===== src/rtl/decode_stage_pipe.sv =====
// Decode stage: field decode, 16-entry register file with write-through bypass,
// immediate extension and a decode/execute pipeline register with load-use interlock.
module decode_stage_pipe #(
  parameter int          N      = 32,
  parameter logic [3:0]  PC_REG = 4'd15
) (
  input  logic         clk,
  input  logic         rst,
  input  logic         in_valid,
  input  logic [31:0]  inst,
  input  logic [N-1:0] pc,
  input  logic         reg_src_a1,
  input  logic         reg_src_a2,
  input  logic [1:0]   imm_src,
  input  logic         reg_write,
  input  logic [3:0]   a3,
  input  logic [N-1:0] wd3,
  input  logic         ex_stall,
  input  logic         flush,
  output logic [3:0]   a1,
  output logic [3:0]   a2,
  output logic         stall_fd,
  output logic         out_valid,
  output logic [N-1:0] out_rd1,
  output logic [N-1:0] out_rd2,
  output logic [N-1:0] out_imm,
  output logic [3:0]   out_rd,
  output logic [2:0]   out_cond,
  output logic [1:0]   out_op,
  output logic [4:0]   out_cmd,
  output logic         out_imm_flag,
  output logic         out_mem_load,
  output logic [N-1:0] r0,
  output logic [N-1:0] r1
);

  typedef struct packed {
    logic         valid;
    logic [N-1:0] rd1;
    logic [N-1:0] rd2;
    logic [N-1:0] imm;
    logic [3:0]   rd;
    logic [2:0]   cond;
    logic [1:0]   op;
    logic [4:0]   cmd;
    logic         imm_flag;
    logic         mem_load;
  } de_reg_t;

  logic [N-1:0] regs [16];
  de_reg_t      de_q;
  de_reg_t      de_d;
  logic         wr_en;
  logic         load_use;

  assign a1    = reg_src_a1 ? PC_REG : inst[16:13];
  assign a2    = reg_src_a2 ? inst[20:17] : inst[3:0];
  assign wr_en = reg_write && (a3 != PC_REG);

  always_comb begin
    // NOTE: every output of this block is given a value up front so no path can infer a latch.
    de_d          = '0;
    de_d.valid    = in_valid;
    de_d.cond     = inst[31:29];
    de_d.op       = inst[28:27];
    de_d.imm_flag = inst[26];
    de_d.cmd      = inst[25:21];
    de_d.rd       = inst[20:17];
    de_d.mem_load = (inst[28:27] == 2'b01) && inst[21];

    // PC reads take precedence; PC_REG is never a bypass target since wr_en excludes it.
    if (a1 == PC_REG)               de_d.rd1 = pc;
    else if (wr_en && (a3 == a1))   de_d.rd1 = wd3;
    else                            de_d.rd1 = regs[a1];

    if (a2 == PC_REG)               de_d.rd2 = pc;
    else if (wr_en && (a3 == a2))   de_d.rd2 = wd3;
    else                            de_d.rd2 = regs[a2];

    case (imm_src)
      2'b00:   de_d.imm = N'(inst[7:0]);
      2'b01:   de_d.imm = N'(inst[11:0]);
      2'b10:   de_d.imm = N'($signed({inst[23:0], 2'b00}));
      default: de_d.imm = N'($signed(inst[25:0]));
    endcase
  end

  assign load_use = de_q.valid && de_q.mem_load && in_valid &&
                    (((de_q.rd == a1) && (a1 != PC_REG)) ||
                     ((de_q.rd == a2) && (a2 != PC_REG)));
  assign stall_fd = !flush && (ex_stall || load_use);

  // NOTE: the register file is flops that must read zero after reset, so it is cleared explicitly.
  always_ff @(posedge clk) begin
    if (rst) begin
      for (int i = 0; i < 16; i++) regs[i] <= '0;
    end else if (wr_en) begin
      regs[a3] <= wd3;
    end
  end

  // NOTE: sequential state uses non-blocking assignments so every flop samples pre-edge values.
  always_ff @(posedge clk) begin
    if (rst || flush)  de_q <= '0;
    else if (ex_stall) de_q <= de_q;
    else if (load_use) de_q <= '0;
    else               de_q <= de_d;
  end

  assign out_valid    = de_q.valid;
  assign out_rd1      = de_q.rd1;
  assign out_rd2      = de_q.rd2;
  assign out_imm      = de_q.imm;
  assign out_rd       = de_q.rd;
  assign out_cond     = de_q.cond;
  assign out_op       = de_q.op;
  assign out_cmd      = de_q.cmd;
  assign out_imm_flag = de_q.imm_flag;
  assign out_mem_load = de_q.mem_load;
  assign r0           = regs[0];
  assign r1           = regs[1];

endmodule


===== config.mk =====
export PLATFORM = sky130hd
export DESIGN_NAME = decode_stage_pipe
export DESIGN_NICKNAME = d
export VERILOG_FILES = /design/src/rtl/decode_stage_pipe.sv
export SDC_FILE = /design/constraint.sdc
export NUM_CORES = 2
export LEC_CHECK = 0
export CAP_MARGIN = 30
export CORE_UTILIZATION = 48
export DETAILED_ROUTE_END_ITERATION = 7
export PLACE_DENSITY = 0.69
export SLEW_MARGIN = 20
export SYNTH_ARGS = -nofsm -noshare
export SYNTH_HDL_FRONTEND = slang
export SYNTH_SLANG_ARGS = --single-unit

===== constraint.sdc =====
create_clock -name clk -period 6.6 [get_ports clk]
set_input_delay 0.66 -clock clk [delete_from_list [all_inputs] [get_ports clk]]
set_output_delay 0.66 -clock clk [all_outputs]
set_load 0.01 [all_outputs]

Yosys cells after proc, flatten, opt, wreduce, memory -nomap -nowiden
Memory sizes are Yosys's and may differ from the RTL's.
Cells that the tools add are included.
Word-level totals
  register bits: 113
  bits in latches: 0
  memory bits (writable): 512
  ROM bits: 0
  input bits: 110
  output and inout port bits: 186
  logic and storage cells: 55
  memories kept: 1
Memory list
  regs: words 16, width 32, rd ports 4, clocked after memory_dff 0, write ports 16, line 50  | logic [N-1:0] regs [16];
Operators by class
  add/subtract/negate cells: 0
  $mul: 0
  div/mod/pow operators: 0
  order comparisons: 0
  equal/unequal tests: 12
  shift-type cells: 0
  multiplexer cells: 16
  bitwise gates (word level): 0
  reduce and logical (&&, ||, !) cells: 16
Operator list (number)
  two-way mux 32 bit: 5
  two-way mux 113 bit: 1
  case mux 32 bit (3 select lines): 1
  OR reduction 32 bit: 1
  equality test 4 bit: 4
  two-way mux 4 bit: 3
  != test 4 bit (second input constant): 3
  logical AND 1 bit: 10
  equality test 4 bit (second input constant): 2
  two-way mux 1 bit: 6
  equality test 2 x 1 -> 1 bit (second input constant): 2
  logical OR 1 bit: 3
  equality test 2 bit (second input constant): 1
  zero test 2 bit: 1
  zero test 1 bit: 1

Longest topological paths before layout
  depth in word-level cells: 7
  depth in mapped cells: 11
  gate-level depth less buffers: 7

Worst setup path after synthesis
No wires, ideal clock.
  path kind: input to output
  start: input port reg_src_a2
  end: output port stall_fd
  data arrival time: 2.279 ns
  data required time: 5.940 ns
  path slack: 3.661 ns
  stages on the path: 8
  path buffers: 4
  path through: buf_4 -> mux2_2 -> buf_2 -> buf_6 -> xnor2_1 -> nand4_2 -> clkbuf_1 -> a21oi_1
Between the ends
  word-level cells in the longest chain between the ends: 7
  elaborated cells on any way between the ends: 8
  classes of those cells: eq/ne: 2; mux: 1; reduce/logical: 5
Ends and longest elaborated chain
  start, declared: line 13  | input logic reg_src_a2,
  two-way mux 4 bit (*): line 57  | assign a2 = reg_src_a2 ? inst[20:17] : inst[3:0];
  equality test 4 bit / != test 4 bit (equally long branches): line 90  | ((de_q.rd == a2) && (a2 != PC_REG)));
  logical AND 1 bit (*): line 90
  logical OR 1 bit (*): line 89  | (((de_q.rd == a1) && (a1 != PC_REG)) ||
  logical AND 1 bit (*): line 88  | assign load_use = de_q.valid && de_q.mem_load && in_valid &&
  logical OR 1 bit (*): line 91  | assign stall_fd = !flush && (ex_stall || load_use);
  logical AND 1 bit (*): line 91
  end, declared: line 22  | output logic stall_fd,
Mark *: on every way between the ends. The rest lies on a longest branch, timed or not.

Final worst setup path
  start: input port reg_src_a2
  end: output port a2[3]
Between the ends
  word-level cells in the longest chain between the ends: 1
Ends and longest elaborated chain
  two-way mux 4 bit: line 57
  end, declared: line 21  | output logic [3:0] a2,
Every way passes these cells.

==> flow_summary.yaml <==
global_route:
  wire_length_of_the_first_global_routing_pass_um: 170000
  grt_use_total: 0.332
  remaining_overflow_grt: 0
  pin_count_of_the_biggest_net_entering_global_routing: 130
  grt_antenna_before_repair: 6
  first_global_vias: 25200
setup_path:
  cp-start-kind: "input pin"
  endpoint_kind: "output pin"
  arr_time_crit_path_ns: 3.87
  regToRegSetupSlack_ns: 3.34
  path_class: "input pin to output pin"
  required_ns: 5.94
  ff2ff_path_depth: 8
  largest_fanout_on_the_critical_path: 129
final_layout:
  most_common_cell_after_layout_fill_and_taps_aside: "sky130_fd_sc_hd__edfxtp_1"
  post_layout_net_count: 3008
  design_area_um2: 39500
  final_cell_mix: "sky130_fd_sc_hd__edfxtp_1, sky130_fd_sc_hd__and2_1, sky130_fd_sc_hd__mux2i_1"
  area_growth_syn_to_layout_pct: 18.8
  layoutNonFillerInstCount: 3885
  fillers: 5375
  post_route_cells_drive_above_1_share: 0.131
pwr:
  vdd_ir_drop_max_uv: 197
  total_leakage_power_nw: 14.4
  power.density_cell_area_nw_per_um2: 258
yosys:
  yosys-top-cells-area: "sky130_fd_sc_hd__edfxtp_1, sky130_fd_sc_hd__mux2i_1, sky130_fd_sc_hd__and2_1"
  synth_area_per_cell_um2: 12.3
  post-synth-top-area-cell: "sky130_fd_sc_hd__edfxtp_1"
  yosys.area.top_type_share: 0.462
  synth_warnings: 0
  mappedNetlistArea_um2: 33300
  synth_flop_cell: "sky130_fd_sc_hd__edfxtp_1"
  synth.lib_cells_used.distinct: 62
  netlist_instances: 2708
  ys_async_sr_fraction: 0
  synth_enable_flop_cells: 512
  synth.yosys.seq_area_share: 0.527
  flip_flop_and_latch_count_after_synthesis: 619
drt:
  wire_length_reported_by_the_detailed_router_um: 119000
  final_antenna_net_count: 0
  drtPass1Iterations: 6
  post_drt_wl_per_cell_um: 30.7
  detail_route.iter0.violations: 3505
  vias: 25600
  vias_per_inst: 6.58
  post-route-drc-count: 0
sta:
  timing_hold_violations_final: 0
  slew-limit-headroom: 0.273
  post-route-min-period_ns: 4.53
  drv_slew: 0
  worst_clock_skew_ns: 0.0277
  totalNegativeSetupSlack_ns: 0
  finalWorstSetupSlack_ns: 2.07
  min_period_over_period: 0.687
  setup_repair_after_global_routing_missed_its_margin: "no"
  fmax_mhz: 221
  setup_violations: 0
  pin_slew_with_the_least_headroom_to_its_limit_ns: 1.09
min_path:
  worstHoldPathCells: 2
  hold_path_class: "register to register"
cts:
  cts.sink_count: 619
  worst_skew_pair.late_latency_ns: 0.62
  h-tree-depth: 3
  number_of_gates_resized_after_cts: 0
  clock_path_buffers: 3
  cts_tree: "yes"
  cts_setup_buffers: 0
  cts_hold_repair.buffers: 0
  cts_root_buf: "sky130_fd_sc_hd__clkbuf_16"
  cts-buffers-inserted: 69
  clkTransAtPathRegs_ns: 0.06
floorplan:
  number_of_placement_rows: 96
  boundaryPins: 296
  core_region_area_um2: 68600
  die-width_um: 265
  floorplan.die_area_um2: 70300
  die_h_um: 265
  start_util: 0.485
place:
  gp_congestion: 0.908
  place_area_um2: 37000
  placement.io_buffers: 295
  placedCellCount: 3754
  place_worst_setup_slack_ns: 1.95
  placed_wire_length_estimate_after_detailed_placement_um: 68400
job:
  drv_cap: 0
status:
  run_status: "finished clean"
-- critical path: stages --
cell and delay (ns):
sky130_fd_sc_hd__clkdlybuf4s50_1 0.74, sky130_fd_sc_hd__mux2_8 0.76, sky130_fd_sc_hd__buf_12 0.73, sky130_fd_sc_hd__clkdlybuf4s50_1 0.70
-- path summary, 6_finish.rpt --
path,end,from
max,a2[3],reg_src_a2
min,out_rd1[22],out_rd1[22]
max reg2reg,out_rd1[27],out_rd[0]
min reg2reg,out_rd1[22],out_rd1[22]
-- stage by stage --
stage	hold WS, ns	util	total power [mW]
after global placement	0.444	0.538	6.06
after floorplan	0.476	-	5.49
after global routing	0.474	0.576	10.4
final	0.465	0.576	10.2
after detailed placement	0.452	0.539	6.09
after CTS	0.464	0.575	10.2
-- sequential cells by signal, indices dropped and copies added, names as in the netlist --
name	cells
out_cmd	5
out_cond	3
out_imm	26
out_imm_flag	1
out_mem_load	1
out_op	2
out_rd	4
out_rd1	32
out_rd2	32
out_valid	1
regs	512
-- routing by layer --
metal / wire, um / up-vias / GRT usage
met5: 34 / - / 0
met4: 6680 / 4 / 0.175
met3: 14700 / 418 / 0.0715
met2: 53300 / 1932 / 0.517
met1: 44400 / 12600 / 0.438
li1: - / 10600 / -
-- logic make-up (layout without fill, tap and decap cells) --
family          count (synthesis)  count (layout)  synth area share
mux                           466             466             0.179
buf+inv                       289             502            0.0398
flops                         619             619             0.527
xor+xnor                       13              13           0.00342
simple gates                  852             852             0.145
compound gates                468             468             0.106
other cells                     1              34          0.000113
-- synthesized netlist by cell type, types with 2 or more instances --
| master | instances |
|---|---|
| sky130_fd_sc_hd__edfxtp_1 | 512 |
| sky130_fd_sc_hd__and2_1 | 467 |
| sky130_fd_sc_hd__mux2i_1 | 322 |
| sky130_fd_sc_hd__clkbuf_1 | 183 |
| sky130_fd_sc_hd__nand2_1 | 139 |
| sky130_fd_sc_hd__dfxtp_1 | 107 |
| sky130_fd_sc_hd__mux4_2 | 98 |
| sky130_fd_sc_hd__a21oi_1 | 86 |
| sky130_fd_sc_hd__nor2_1 | 70 |
| sky130_fd_sc_hd__a22oi_1 | 62 |
| sky130_fd_sc_hd__a211oi_1 | 61 |
| sky130_fd_sc_hd__a221o_1 | 61 |
| sky130_fd_sc_hd__buf_2 | 61 |
| sky130_fd_sc_hd__o22ai_1 | 55 |
| sky130_fd_sc_hd__mux2_2 | 45 |
| sky130_fd_sc_hd__nor2b_1 | 35 |
| sky130_fd_sc_hd__nor4_1 | 34 |
| sky130_fd_sc_hd__o221ai_1 | 33 |
| sky130_fd_sc_hd__a21boi_0 | 31 |
| sky130_fd_sc_hd__and3_1 | 30 |
| sky130_fd_sc_hd__a32oi_1 | 27 |
| sky130_fd_sc_hd__o31ai_1 | 23 |
| sky130_fd_sc_hd__or2_2 | 20 |
| sky130_fd_sc_hd__nand4_1 | 17 |
| sky130_fd_sc_hd__buf_6 | 16 |
| sky130_fd_sc_hd__nor3_1 | 16 |
| sky130_fd_sc_hd__buf_4 | 11 |
| sky130_fd_sc_hd__inv_1 | 9 |
| sky130_fd_sc_hd__buf_1 | 8 |
| sky130_fd_sc_hd__xnor2_1 | 8 |
| sky130_fd_sc_hd__nand2b_1 | 6 |
| sky130_fd_sc_hd__nand3_1 | 6 |
| sky130_fd_sc_hd__o41ai_2 | 5 |
| sky130_fd_sc_hd__xor2_1 | 5 |
| sky130_fd_sc_hd__a22o_1 | 4 |
| sky130_fd_sc_hd__o41ai_1 | 4 |
| sky130_fd_sc_hd__o21ai_0 | 3 |
| sky130_fd_sc_hd__or3_1 | 3 |
| sky130_fd_sc_hd__o211ai_1 | 2 |
-- report_power, final --
group	switching (mW)	internal (mW)	total, mW
sequential	0.154	4.45	4.61
combinational	0.830	0.623	1.45
clock	1.62	2.53	4.15
-- cell type report --
class	count	area, um^2	area share
clock inverters	28	327	0.00827
clock buffers	97	2130	0.0539
flip-flops and latches	619	17500	0.443
multi-input cells	1831	14700	0.373
well taps	931	1160	0.0295
repair buffers	367	3590	0.0910
diodes	2	5.00	0.000127
inverters	10	40.0	0.00101
(Power assumes the default switching activity.)
